## config.mk

```make
export PLATFORM = sky130hd
export DESIGN_NAME = dcache_controller_flat
export DESIGN_NICKNAME = d
export VERILOG_FILES = /design/src/rtl/dcache_controller_pkg.sv /design/src/rtl/dcache_controller_if.sv /design/src/rtl/dcache_controller_store.sv /design/src/rtl/dcache_controller.sv /design/src/flat_wrapper.sv
export SDC_FILE = /design/constraint.sdc
export NUM_CORES = 1
export LEC_CHECK = 0
export CAP_MARGIN = 20
export CORE_AREA = 2 2 157 159
export DETAILED_ROUTE_END_ITERATION = 7
export DIE_AREA = 0 0 159 161
export GPL_TIMING_DRIVEN = 0
export HOLD_SLACK_MARGIN = 0.15
export PLACE_DENSITY = 0.75
export SYNTH_ARGS = -nofsm -noshare
export SYNTH_HDL_FRONTEND = slang
export SYNTH_SLANG_ARGS = --single-unit
```

## constraint.sdc

```tcl
create_clock -name CLK -period 8.2 [get_ports CLK]
set_clock_uncertainty 0.05 [all_clocks]
set_input_delay 2.46 -clock CLK [delete_from_list [all_inputs] [get_ports CLK]]
set_output_delay 2.46 -clock CLK [all_outputs]
set_load 0.01 [all_outputs]
```

## src/rtl/dcache_controller_pkg.sv

```systemverilog
// ============================================================================
// Module   : dcache_controller_pkg
// Brief    : Shared state encodings, block geometry and byte-select helper
//            for the direct-mapped data cache.
// Revision : 1.0 - initial release
// ============================================================================
`default_nettype none

package dcache_controller_pkg;

    localparam int ST_W = 2;
    localparam logic [ST_W-1:0] ST_IDLE      = 2'd0;
    localparam logic [ST_W-1:0] ST_WRITEBACK = 2'd1;
    localparam logic [ST_W-1:0] ST_FETCH     = 2'd2;
    localparam logic [ST_W-1:0] ST_UPDATE    = 2'd3;

    localparam int OFFSET_W = 2;
    localparam int BYTE_W   = 8;
    localparam int BLOCK_W  = 32;

    function automatic logic [BYTE_W-1:0] block_byte(input logic [BLOCK_W-1:0] blk,
                                                     input logic [OFFSET_W-1:0] off);
        return blk[{off, 3'b000} +: BYTE_W];
    endfunction

endpackage

`default_nettype wire

```

## src/rtl/dcache_controller_if.sv

```systemverilog
// ============================================================================
// Module   : dcache_controller_if
// Brief    : CPU load/store port and block-memory port of the data cache.
// Revision : 1.0 - initial release
// ============================================================================
`default_nettype none

interface dcache_controller_if #(
    parameter int ADDR_W = 8
);
    logic              READ;
    logic              WRITE;
    logic [ADDR_W-1:0] ADDRESS;
    logic [7:0]        WRITEDATA;
    logic [7:0]        READDATA;
    logic              BUSYWAIT;
    logic              MEM_READ;
    logic              MEM_WRITE;
    logic [ADDR_W-3:0] MEM_ADDRESS;
    logic [31:0]       MEM_WRITEDATA;
    logic [31:0]       MEM_READDATA;
    logic              MEM_BUSYWAIT;

    modport slave (
        input  READ, WRITE, ADDRESS, WRITEDATA, MEM_READDATA, MEM_BUSYWAIT,
        output READDATA, BUSYWAIT, MEM_READ, MEM_WRITE, MEM_ADDRESS, MEM_WRITEDATA
    );

    modport master (
        output READ, WRITE, ADDRESS, WRITEDATA, MEM_READDATA, MEM_BUSYWAIT,
        input  READDATA, BUSYWAIT, MEM_READ, MEM_WRITE, MEM_ADDRESS, MEM_WRITEDATA
    );
endinterface

`default_nettype wire

```

## src/rtl/dcache_controller_store.sv

```systemverilog
// ============================================================================
// Module   : dcache_controller_store
// Brief    : Data/tag/valid/dirty arrays with a byte-write port and a
//            block-fill port; valid and dirty clear on reset.
// Revision : 1.0 - initial release
// ============================================================================
`default_nettype none

module dcache_controller_store
    import dcache_controller_pkg::*;
#(
    parameter int INDEX_W = 3,
    parameter int TAG_W   = 3
) (
    input  wire logic                i_clk,
    input  wire logic                i_rst,
    input  wire logic [INDEX_W-1:0]  i_idx,
    input  wire logic                i_byte_we,
    input  wire logic [OFFSET_W-1:0] i_byte_off,
    input  wire logic [BYTE_W-1:0]   i_byte_data,
    input  wire logic                i_fill_we,
    input  wire logic [TAG_W-1:0]    i_fill_tag,
    input  wire logic [BLOCK_W-1:0]  i_fill_data,
    output logic      [BLOCK_W-1:0]  o_blk_data,
    output logic      [TAG_W-1:0]    o_blk_tag,
    output logic                     o_blk_valid,
    output logic                     o_blk_dirty
);
    localparam int DEPTH = 1 << INDEX_W;

    logic [BLOCK_W-1:0] r_data  [DEPTH];
    logic [TAG_W-1:0]   r_tag   [DEPTH];
    logic [DEPTH-1:0]   r_valid;
    logic [DEPTH-1:0]   r_dirty;

    // Payload arrays carry no reset; only the status bits decide whether they are used.
    always_ff @(posedge i_clk) begin
        if (i_fill_we) begin
            r_data[i_idx] <= i_fill_data;
            r_tag[i_idx]  <= i_fill_tag;
        end else if (i_byte_we) begin
            r_data[i_idx][{i_byte_off, 3'b000} +: BYTE_W] <= i_byte_data;
        end
    end

    always_ff @(posedge i_clk) begin
        if (i_rst) begin
            r_valid <= '0;
            r_dirty <= '0;
        end else if (i_fill_we) begin
            r_valid[i_idx] <= 1'b1;
            r_dirty[i_idx] <= 1'b0;
        end else if (i_byte_we) begin
            r_dirty[i_idx] <= 1'b1;
        end
    end

    assign o_blk_data  = r_data[i_idx];
    assign o_blk_tag   = r_tag[i_idx];
    assign o_blk_valid = r_valid[i_idx];
    assign o_blk_dirty = r_dirty[i_idx];

endmodule

`default_nettype wire

```

## src/rtl/dcache_controller.sv

```systemverilog
// ============================================================================
// Module   : dcache_controller
// Brief    : Direct-mapped write-back/write-allocate data cache controller:
//            hit compare, miss FSM (writeback/fetch/update), output decode.
// Revision : 1.0 - initial release
// ============================================================================
`default_nettype none

module dcache_controller
    import dcache_controller_pkg::*;
#(
    parameter int ADDR_W  = 8,
    parameter int INDEX_W = 3
) (
    input  wire logic           CLK,
    input  wire logic           RESET,
    dcache_controller_if.slave  bus
);
    localparam int TAG_W = ADDR_W - INDEX_W - OFFSET_W;

    logic [ST_W-1:0]     r_state;
    logic [ST_W-1:0]     w_next;
    logic [TAG_W-1:0]    w_tag;
    logic [INDEX_W-1:0]  w_idx;
    logic [OFFSET_W-1:0] w_off;
    logic [BLOCK_W-1:0]  w_blk;
    logic [TAG_W-1:0]    w_blk_tag;
    logic                w_valid;
    logic                w_dirty;
    logic                w_hit;
    logic                w_miss;
    logic                w_byte_we;
    logic                w_fill_we;

    assign w_tag  = bus.ADDRESS[ADDR_W-1 -: TAG_W];
    assign w_idx  = bus.ADDRESS[OFFSET_W +: INDEX_W];
    assign w_off  = bus.ADDRESS[OFFSET_W-1:0];
    assign w_hit  = w_valid && (w_blk_tag == w_tag);
    assign w_miss = (r_state == ST_IDLE) && (bus.READ || bus.WRITE) && !w_hit;

    // A write (including READ&WRITE) commits only as an IDLE hit, so a miss re-resolves after refill.
    assign w_byte_we = (r_state == ST_IDLE) && bus.WRITE && w_hit;
    assign w_fill_we = (r_state == ST_UPDATE);

    dcache_controller_store #(
        .INDEX_W (INDEX_W),
        .TAG_W   (TAG_W)
    ) u_store (
        .i_clk       (CLK),
        .i_rst       (RESET),
        .i_idx       (w_idx),
        .i_byte_we   (w_byte_we),
        .i_byte_off  (w_off),
        .i_byte_data (bus.WRITEDATA),
        .i_fill_we   (w_fill_we),
        .i_fill_tag  (w_tag),
        .i_fill_data (bus.MEM_READDATA),
        .o_blk_data  (w_blk),
        .o_blk_tag   (w_blk_tag),
        .o_blk_valid (w_valid),
        .o_blk_dirty (w_dirty)
    );

    always_comb begin
        w_next = r_state;
        case (r_state)
            ST_IDLE:      if (w_miss) w_next = w_dirty ? ST_WRITEBACK : ST_FETCH;
            ST_WRITEBACK: if (!bus.MEM_BUSYWAIT) w_next = ST_FETCH;
            ST_FETCH:     if (!bus.MEM_BUSYWAIT) w_next = ST_UPDATE;
            ST_UPDATE:    w_next = ST_IDLE;
            default:      w_next = ST_IDLE;
        endcase
    end

    always_ff @(posedge CLK) begin
        if (RESET) r_state <= ST_IDLE;
        else       r_state <= w_next;
    end

    assign bus.BUSYWAIT      = (r_state != ST_IDLE) || w_miss;
    assign bus.MEM_READ      = (r_state == ST_FETCH);
    assign bus.MEM_WRITE     = (r_state == ST_WRITEBACK);
    assign bus.MEM_ADDRESS   = (r_state == ST_WRITEBACK) ? {w_blk_tag, w_idx} : {w_tag, w_idx};
    assign bus.MEM_WRITEDATA = w_blk;
    assign bus.READDATA      = ((r_state == ST_IDLE) && bus.READ && !bus.WRITE && w_hit)
                             ? block_byte(w_blk, w_off) : 8'h00;

endmodule

`default_nettype wire
```

## src/flat_wrapper.sv

```systemverilog
// flat-port wrapper written by rule: the top's interface ports become plain ports
module dcache_controller_flat import dcache_controller_pkg::*;
#(
    parameter int ADDR_W  = 8,
    parameter int INDEX_W = 3
)
  (CLK, RESET, bus_READ, bus_WRITE, bus_ADDRESS, bus_WRITEDATA, bus_MEM_READDATA, bus_MEM_BUSYWAIT, bus_READDATA, bus_BUSYWAIT, bus_MEM_READ, bus_MEM_WRITE, bus_MEM_ADDRESS, bus_MEM_WRITEDATA);
  dcache_controller_if #(.ADDR_W(ADDR_W)) bus_i ();
  input  wire logic CLK;
  input  wire logic RESET;
  input wire logic [$bits(bus_i.READ)-1:0] bus_READ;
  input wire logic [$bits(bus_i.WRITE)-1:0] bus_WRITE;
  input wire logic [$bits(bus_i.ADDRESS)-1:0] bus_ADDRESS;
  input wire logic [$bits(bus_i.WRITEDATA)-1:0] bus_WRITEDATA;
  input wire logic [$bits(bus_i.MEM_READDATA)-1:0] bus_MEM_READDATA;
  input wire logic [$bits(bus_i.MEM_BUSYWAIT)-1:0] bus_MEM_BUSYWAIT;
  output wire logic [$bits(bus_i.READDATA)-1:0] bus_READDATA;
  output wire logic [$bits(bus_i.BUSYWAIT)-1:0] bus_BUSYWAIT;
  output wire logic [$bits(bus_i.MEM_READ)-1:0] bus_MEM_READ;
  output wire logic [$bits(bus_i.MEM_WRITE)-1:0] bus_MEM_WRITE;
  output wire logic [$bits(bus_i.MEM_ADDRESS)-1:0] bus_MEM_ADDRESS;
  output wire logic [$bits(bus_i.MEM_WRITEDATA)-1:0] bus_MEM_WRITEDATA;
  assign bus_i.READ = bus_READ;
  assign bus_i.WRITE = bus_WRITE;
  assign bus_i.ADDRESS = bus_ADDRESS;
  assign bus_i.WRITEDATA = bus_WRITEDATA;
  assign bus_i.MEM_READDATA = bus_MEM_READDATA;
  assign bus_i.MEM_BUSYWAIT = bus_MEM_BUSYWAIT;
  assign bus_READDATA = bus_i.READDATA;
  assign bus_BUSYWAIT = bus_i.BUSYWAIT;
  assign bus_MEM_READ = bus_i.MEM_READ;
  assign bus_MEM_WRITE = bus_i.MEM_WRITE;
  assign bus_MEM_ADDRESS = bus_i.MEM_ADDRESS;
  assign bus_MEM_WRITEDATA = bus_i.MEM_WRITEDATA;
  dcache_controller #(.ADDR_W(ADDR_W), .INDEX_W(INDEX_W)) u_core (.CLK(CLK), .RESET(RESET), .bus(bus_i));
endmodule
```

==> impl_metrics.tcl, run 1 <==
set metrics [dict create \
    violations "setup timing" \
    synth_top_flop_cell "edfxtp_1" \
    report.power.total_mw 3.313 \
    setup_viol 1 \
    hp-class "reg2reg" \
    path_class "in2out" \
    synth.net_count 935 \
    synthCells 873 \
    grt_max_degree 15 \
    via_per_inst 6.377 \
    grt-ovfl-total 0 \
    rsz0062_at_grt "yes" \
    fmax_ghz 0.1217 \
    antenna_found_initial 1 \
    synth_edf_count 280 \
    cts_tree "yes" \
    die_h_um 161 \
    end_kind "primary output" \
    startpoint_type "primary input" \
    cp_slowest_cell "clkdlybuf4s50_1" \
    critical_path.max_stage_delay_ps 620 \
    fin_nets 1070 \
    ys_seq_elements 298 \
    num_vias 8622 \
    worstPathMaxFanout 10 \
    start_util 0.5402 \
    synth_cell_types 53 \
    setup_tns_ps -16.99 \
    gp_congestion 0.9843 \
    p_per_area_nw_per_um2 216.0 \
    arrival_ps 5710 \
    synthTopCellsByCount "edfxtp_1, nand2_1, nor2_1, mux2i_1, inv_1" \
    place_hpwl_mm 25.49 \
    yosysMostFrequentCell "edfxtp_1" \
    avgSynthCellArea_um2 14.83 \
    required_ps 5690 \
    drive_gt1_frac 0.1607 \
    synth_area_leader_cell "edfxtp_1" \
    clk_pin_slew_ps 60 \
    fin_crit_ps 8217 \
    slew_headroom 0.2646 \
    stdcell_count 1352 \
    path_cells "buf_4 > buf_4 > inv_1 > clkbuf_2 > clkbuf_1 > nand2_1 > nand2_1 > o22ai_1 > o21bai_1 > nor4b_2 > clkdlybuf4s50_1" \
    cts_buffer_depth 3 \
    coreArea_um2 23960 \
    ant_nets 0 \
    async_flop_share 0 \
    cts_made_buffers 29 \
    grt_pass1_wl_mm 54.51 \
    cts_max_level 1 \
    fin_crit_sh 1.002 \
    ir_drop_uv 165.6 \
    maxCapViolCount 0 \
    dpl.cell_count 1299 \
    synth_top_area_share 0.6495 \
    drcViolationCount 0 \
    grt_pass1_vias 8329 \
    cts_sinks 298 \
    max_slew.worst_pin.slew_ps 1101 \
    cts_hold_buf 0 \
    post-place-ws_ps -1003 \
    syn2layout_area_growth_pct 18.50 \
    row_count 57 \
    dr.pass1.iters 6 \
    die_x_um 159 \
    syn_area_um2 12940 \
    hold_violations 0 \
    slew_violations 0 \
    insertion_delay_ps 550 \
    root_buffer "clkbuf_16" \
    post_synth_main_area_contributors "edfxtp_1, mux4_2, mux2i_1" \
    wirelength_mm 37.99 \
    gr-usage-all-layers 0.2953 \
    outcome "finished, violations left" \
    seq_area_frac_synth 0.6774 \
    wl_per_cell_um 28.10 \
    drt_iter0_markers 1196 \
    layout_setup_ws_ps -16.99 \
    ios 102 \
    placed_area_um2 14360 \
    p_leak_nw 5.461 \
    portBuffers 99 \
    die_area_um2 25600 \
    fin_area_um2 15340 \
    ys_warn_count 0 \
]
[kinds of logic (layout without fill, tap and decap cells)]
| kind of cell | count (synthesis) | in the layout | share of synthesized area |
|---|---|---|---|
| flip-flops | 298 | 298 | 0.6774 |
| AND/OR/NAND/NOR | 248 | 248 | 0.09115 |
| multiplexers | 125 | 125 | 0.1353 |
| AO/OA/AOI/OAI | 101 | 101 | 0.05664 |
| buffers and inverters | 92 | 246 | 0.03083 |
| adder cells (fa/ha/maj) | 9 | 9 | 0.008699 |
| other | 0 | 1 | 0 |
[sequential cells by signal (all words and copies together), names as in the netlist, named ones only]
signal / flops
u_core.u_store.r_valid: 8
u_core.u_store.r_data: 256
u_core.r_state: 2
u_core.u_store.r_tag: 24
[final cells by class]
| type | count | area (µm²) |
|---|---|---|
| antenna | 1 | 2.502 |
| buffer | 44 | 277.8 |
| clock buffer | 40 | 767.0 |
| clock inverter | 10 | 53.80 |
| fill | 1775 | 8623 |
| inverter | 48 | 181.4 |
| multi-input combinational | 483 | 3857 |
| sequential | 298 | 8768 |
| tap | 324 | 405.4 |
| timing repair buffer | 104 | 1026 |
[cell usage in the layout, fill, tap and decap left out, types with 10 or more instances in the layout]
cell type	n
and3_1	10
a221oi_1	15
o21ai_0	15
nor3_1	14
clkbuf_16	29
buf_4	18
nor2_1	70
edfxtp_1	280
buf_2	12
mux2i_1	67
mux4_2	38
clkdlybuf4s50_1	99
inv_1	45
dfxtp_1	18
a22oi_1	16
a31oi_1	11
mux2_2	19
clkbuf_1	18
nand2_1	104
[where the power goes]
| part | leakage, nW | internal (mW) | total [mW] | switching [mW] |
|---|---|---|---|---|
| combinational | 2.39 | 0.161 | 0.417 | 0.256 |
| sequential | 2.66 | 1.69 | 1.70 | 0.00959 |
| clock | 0.404 | 0.650 | 1.20 | 0.546 |
| total | 5.46 | 2.50 | 3.31 | 0.811 |
[critical path: cells and delay by family]
family,cells,cell delay [ps]
buffers and inverters,6,2260
AO/OA/AOI/OAI,2,370
AND/OR/NAND/NOR,3,610
[per-layer routing]
metal	vias to the layer above	GRT usage	wire length, µm
li1	3584	-	-
met1	4273	0.3885	13990
met4	0	0.1211	1837
met2	631	0.4731	17420
met3	134	0.07833	4740
met5	-	0	0
[timing repair]
action	CTS	global route
resized for setup	44	14
setup buffers	2	0
gates cloned	0	0
pin swaps	2	0
setup endpoints to repair	17	9
[per-stage QoR]
step,hold WS [ps],util
global placement,396.3,0.5985
CTS,422.5,0.6384
global route,461.4,0.6400
detailed placement,408.8,0.5993
floorplan,384.8,-
finish,421.0,0.6401
[path summary, 6_finish.rpt]
kind	slack, ps	cells after the start	to	startpoint
setup / recovery	-20	11	bus_READDATA[5]	bus_ADDRESS[3]
hold reg to reg	420	2	u_core.u_store.r_valid[2]$_SDFFE_PP0P_	u_core.u_store.r_valid[2]$_SDFFE_PP0P_
setup reg to reg	4890	6	u_core.u_store.r_data[0][21]$_DFFE_PP_	u_core.u_store.r_tag[4][0]$_DFFE_PP_
hold / removal	420	2	u_core.u_store.r_valid[2]$_SDFFE_PP0P_	u_core.u_store.r_valid[2]$_SDFFE_PP0P_
(Power assumes the default switching activity.)
==> inputs of run 2 (changes only) <==
--- a/config.mk
+++ b/config.mk
@@ -12,6 +12,7 @@
 export GPL_TIMING_DRIVEN = 0
 export HOLD_SLACK_MARGIN = 0.15
 export PLACE_DENSITY = 0.75
+export REMOVE_ABC_BUFFERS = 1
 export SYNTH_ARGS = -nofsm -noshare
 export SYNTH_HDL_FRONTEND = slang
 export SYNTH_SLANG_ARGS = --single-unit
==> run 2 against run 1 <==
Against the previous run: critical endpoint is now bus_READDATA[2]; global-route usage is 3.2 points lower; die area stayed put; largest cell class unchanged; maximum frequency is 1.3% higher; final area fell by 0.19%; power is 0.37% higher; utilization fell by 0.12 points; wire length down 11%; non-clock buffer count shrank 27; critical path depth shrank 1; via count decreased by 4.3%; flip-flop and latch count stayed put; the flow now finishes without violations.
==> impl_metrics.tcl, run 2 (same netlist as run 1, synthesis figures left out) <==
set metrics [dict create \
    switching_share 0.2382 \
    worstPathMaxFanout 43 \
    drcViolationCount 0 \
    slew_headroom 0.2486 \
    regMostFlops "u_core.u_store.r_data" \
    seqPwrFrac 0.511 \
    row_count 57 \
    final_common_cell "edfxtp_1" \
    ant_nets 0 \
    outcome "finished, final reports clean" \
    hold_violations 0 \
    grt_pass1_wl_mm 49.80 \
    utilization 0.6389 \
    cts_sinks 298 \
    wirelength_mm 33.91 \
    fin_crit_ps 8114 \
    fin_nets 1046 \
    path_class "in2out" \
    diodes 0 \
    end_kind "primary output" \
    die_x_um 159 \
    num-fill-cells 1760 \
    fmax_ghz 0.1233 \
    drt_iter0_markers 1169 \
    die_h_um 161 \
    grt_pass1_vias 8066 \
    fin_crit_sh 0.9895 \
    ios 102 \
    die_area_um2 25600 \
    required_ps 5690 \
    setup_viol 0 \
    grt_max_degree 46 \
    hold_ws_ps 414.9 \
    cts_hold_buf 0 \
    insertion_delay_ps 550 \
    p_leak_nw 5.412 \
    cts_tree "yes" \
    wl_per_cell_um 25.55 \
    placed_area_um2 14240 \
    gr-usage-all-layers 0.2633 \
    syn2layout_area_growth_pct 18.28 \
    net-switching-power_uw 792.2 \
    cts_max_level 1 \
    dr.pass1.iters 5 \
    cts_made_buffers 30 \
    hp-class "reg2reg" \
    cts_buffer_depth 3 \
    arrival_ps 5600 \
    clk_pin_slew_ps 60 \
    top_regs "u_core.u_store.r_data: 256 flops, u_core.u_store.r_tag: 24 flops, u_core.u_store.r_valid: 8 flops" \
    power.internal_mw 2.533 \
    gp_congestion 0.8875 \
    p_per_area_nw_per_um2 217.2 \
    slew_violations 0 \
    start_util 0.5402 \
    place_hpwl_mm 21.68 \
    fin_area_um2 15310 \
    drive_gt1_frac 0.1436 \
    ir_drop_uv 184.0 \
    grt-ovfl-total 0 \
    max_slew.worst_pin.slew_ps 1123 \
    root_buffer "clkbuf_16" \
    portBuffers 101 \
    rsz0062_at_grt "no" \
    num_vias 8251 \
    coreArea_um2 23960 \
    largest_reg_flops 256 \
    maxCapViolCount 0 \
    startpoint_type "primary input" \
    final_cell_mix "edfxtp_1, nand2_1, clkdlybuf4s50_1" \
    pwr-share-clk 0.369 \
    comb_power_share 0.120 \
    antenna_found_initial 0 \
    via_per_inst 6.218 \
]
## run 2: through the flow
stage          std cells  setup WS, ps  setup TNS, ps  power (mW)
2_1_floorplan        829          1201              0       1.920
3_3_place_gp        1254         -5231       -1381010       2.112
3_5_place_dp        1259        -866.3          -6406       2.111
4_1_cts             1320         5.130              0       3.317
5_1_grt             1327         27.22              0       3.413
6_report            1327         86.44              0       3.325
## run 2: area by class of cell
| class | instances | area [µm²] | area share |
|---|---|---|---|
| Timing Repair inverter | 2 | 10.01 | 0.0006538 |
| Timing Repair Buffer | 121 | 1244 | 0.08123 |
| Tap cell | 324 | 405.4 | 0.02648 |
| Clock inverter | 12 | 52.55 | 0.003432 |
| Multi-Input combinational cell | 483 | 3832 | 0.2503 |
| Sequential cell | 298 | 8768 | 0.5727 |
| Inverter | 48 | 192.7 | 0.01258 |
| Clock buffer | 39 | 805.8 | 0.05263 |
## run 2: worst paths after layout
check	from	endpoint	slack, ps	depth (start not counted)
hold reg to reg	u_core.u_store.r_valid[1]$_SDFFE_PP0P_	u_core.u_store.r_valid[1]$_SDFFE_PP0P_	410	2
setup / recovery	bus_ADDRESS[4]	bus_READDATA[2]	90	10
setup reg to reg	u_core.r_state[0]$_SDFFE_PP0P_	u_core.u_store.r_data[3][21]$_DFFE_PP_	4910	6
hold / removal	u_core.u_store.r_valid[1]$_SDFFE_PP0P_	u_core.u_store.r_valid[1]$_SDFFE_PP0P_	410	2
## run 2: critical path, stage by stage
cell and delay, ps:
buf_6 270, buf_16 280, nor2b_4 330, buf_6 180, a221oi_1 100, or2_2 280
and2_1 210, mux4_2 480, nor3_1 340, clkdlybuf4s50_1 620
## run 2: metal layers
| layer | track usage | share of wire |
|---|---|---|
| met2 | 0.4235 | 0.47 |
| met3 | 0.04340 | 0.11 |
| met4 | 0.1124 | 0.046 |
| met5 | 0 | 0 |
| met1 | 0.3619 | 0.37 |
## run 2: power groups by stage
stage / Combinational (mW) / Sequential (mW) / Clock, mW
3_5_place_dp: 0.379 / 1.73 / 0
4_1_cts: 0.390 / 1.70 / 1.23
6_report: 0.399 / 1.70 / 1.23
3_3_place_gp: 0.382 / 1.73 / 0
5_1_grt: 0.422 / 1.70 / 1.29
2_1_floorplan: 0.192 / 1.73 / 0
## run 2: repair_timing
action                                  in CTS  in global routing
buffers inserted                             8                  7
gates resized for setup                     16                  6
endpoints found under the setup margin      11                  6
pin swaps                                    2                  0
endpoints found under the hold margin        0                  0
cloned                                       2                  0
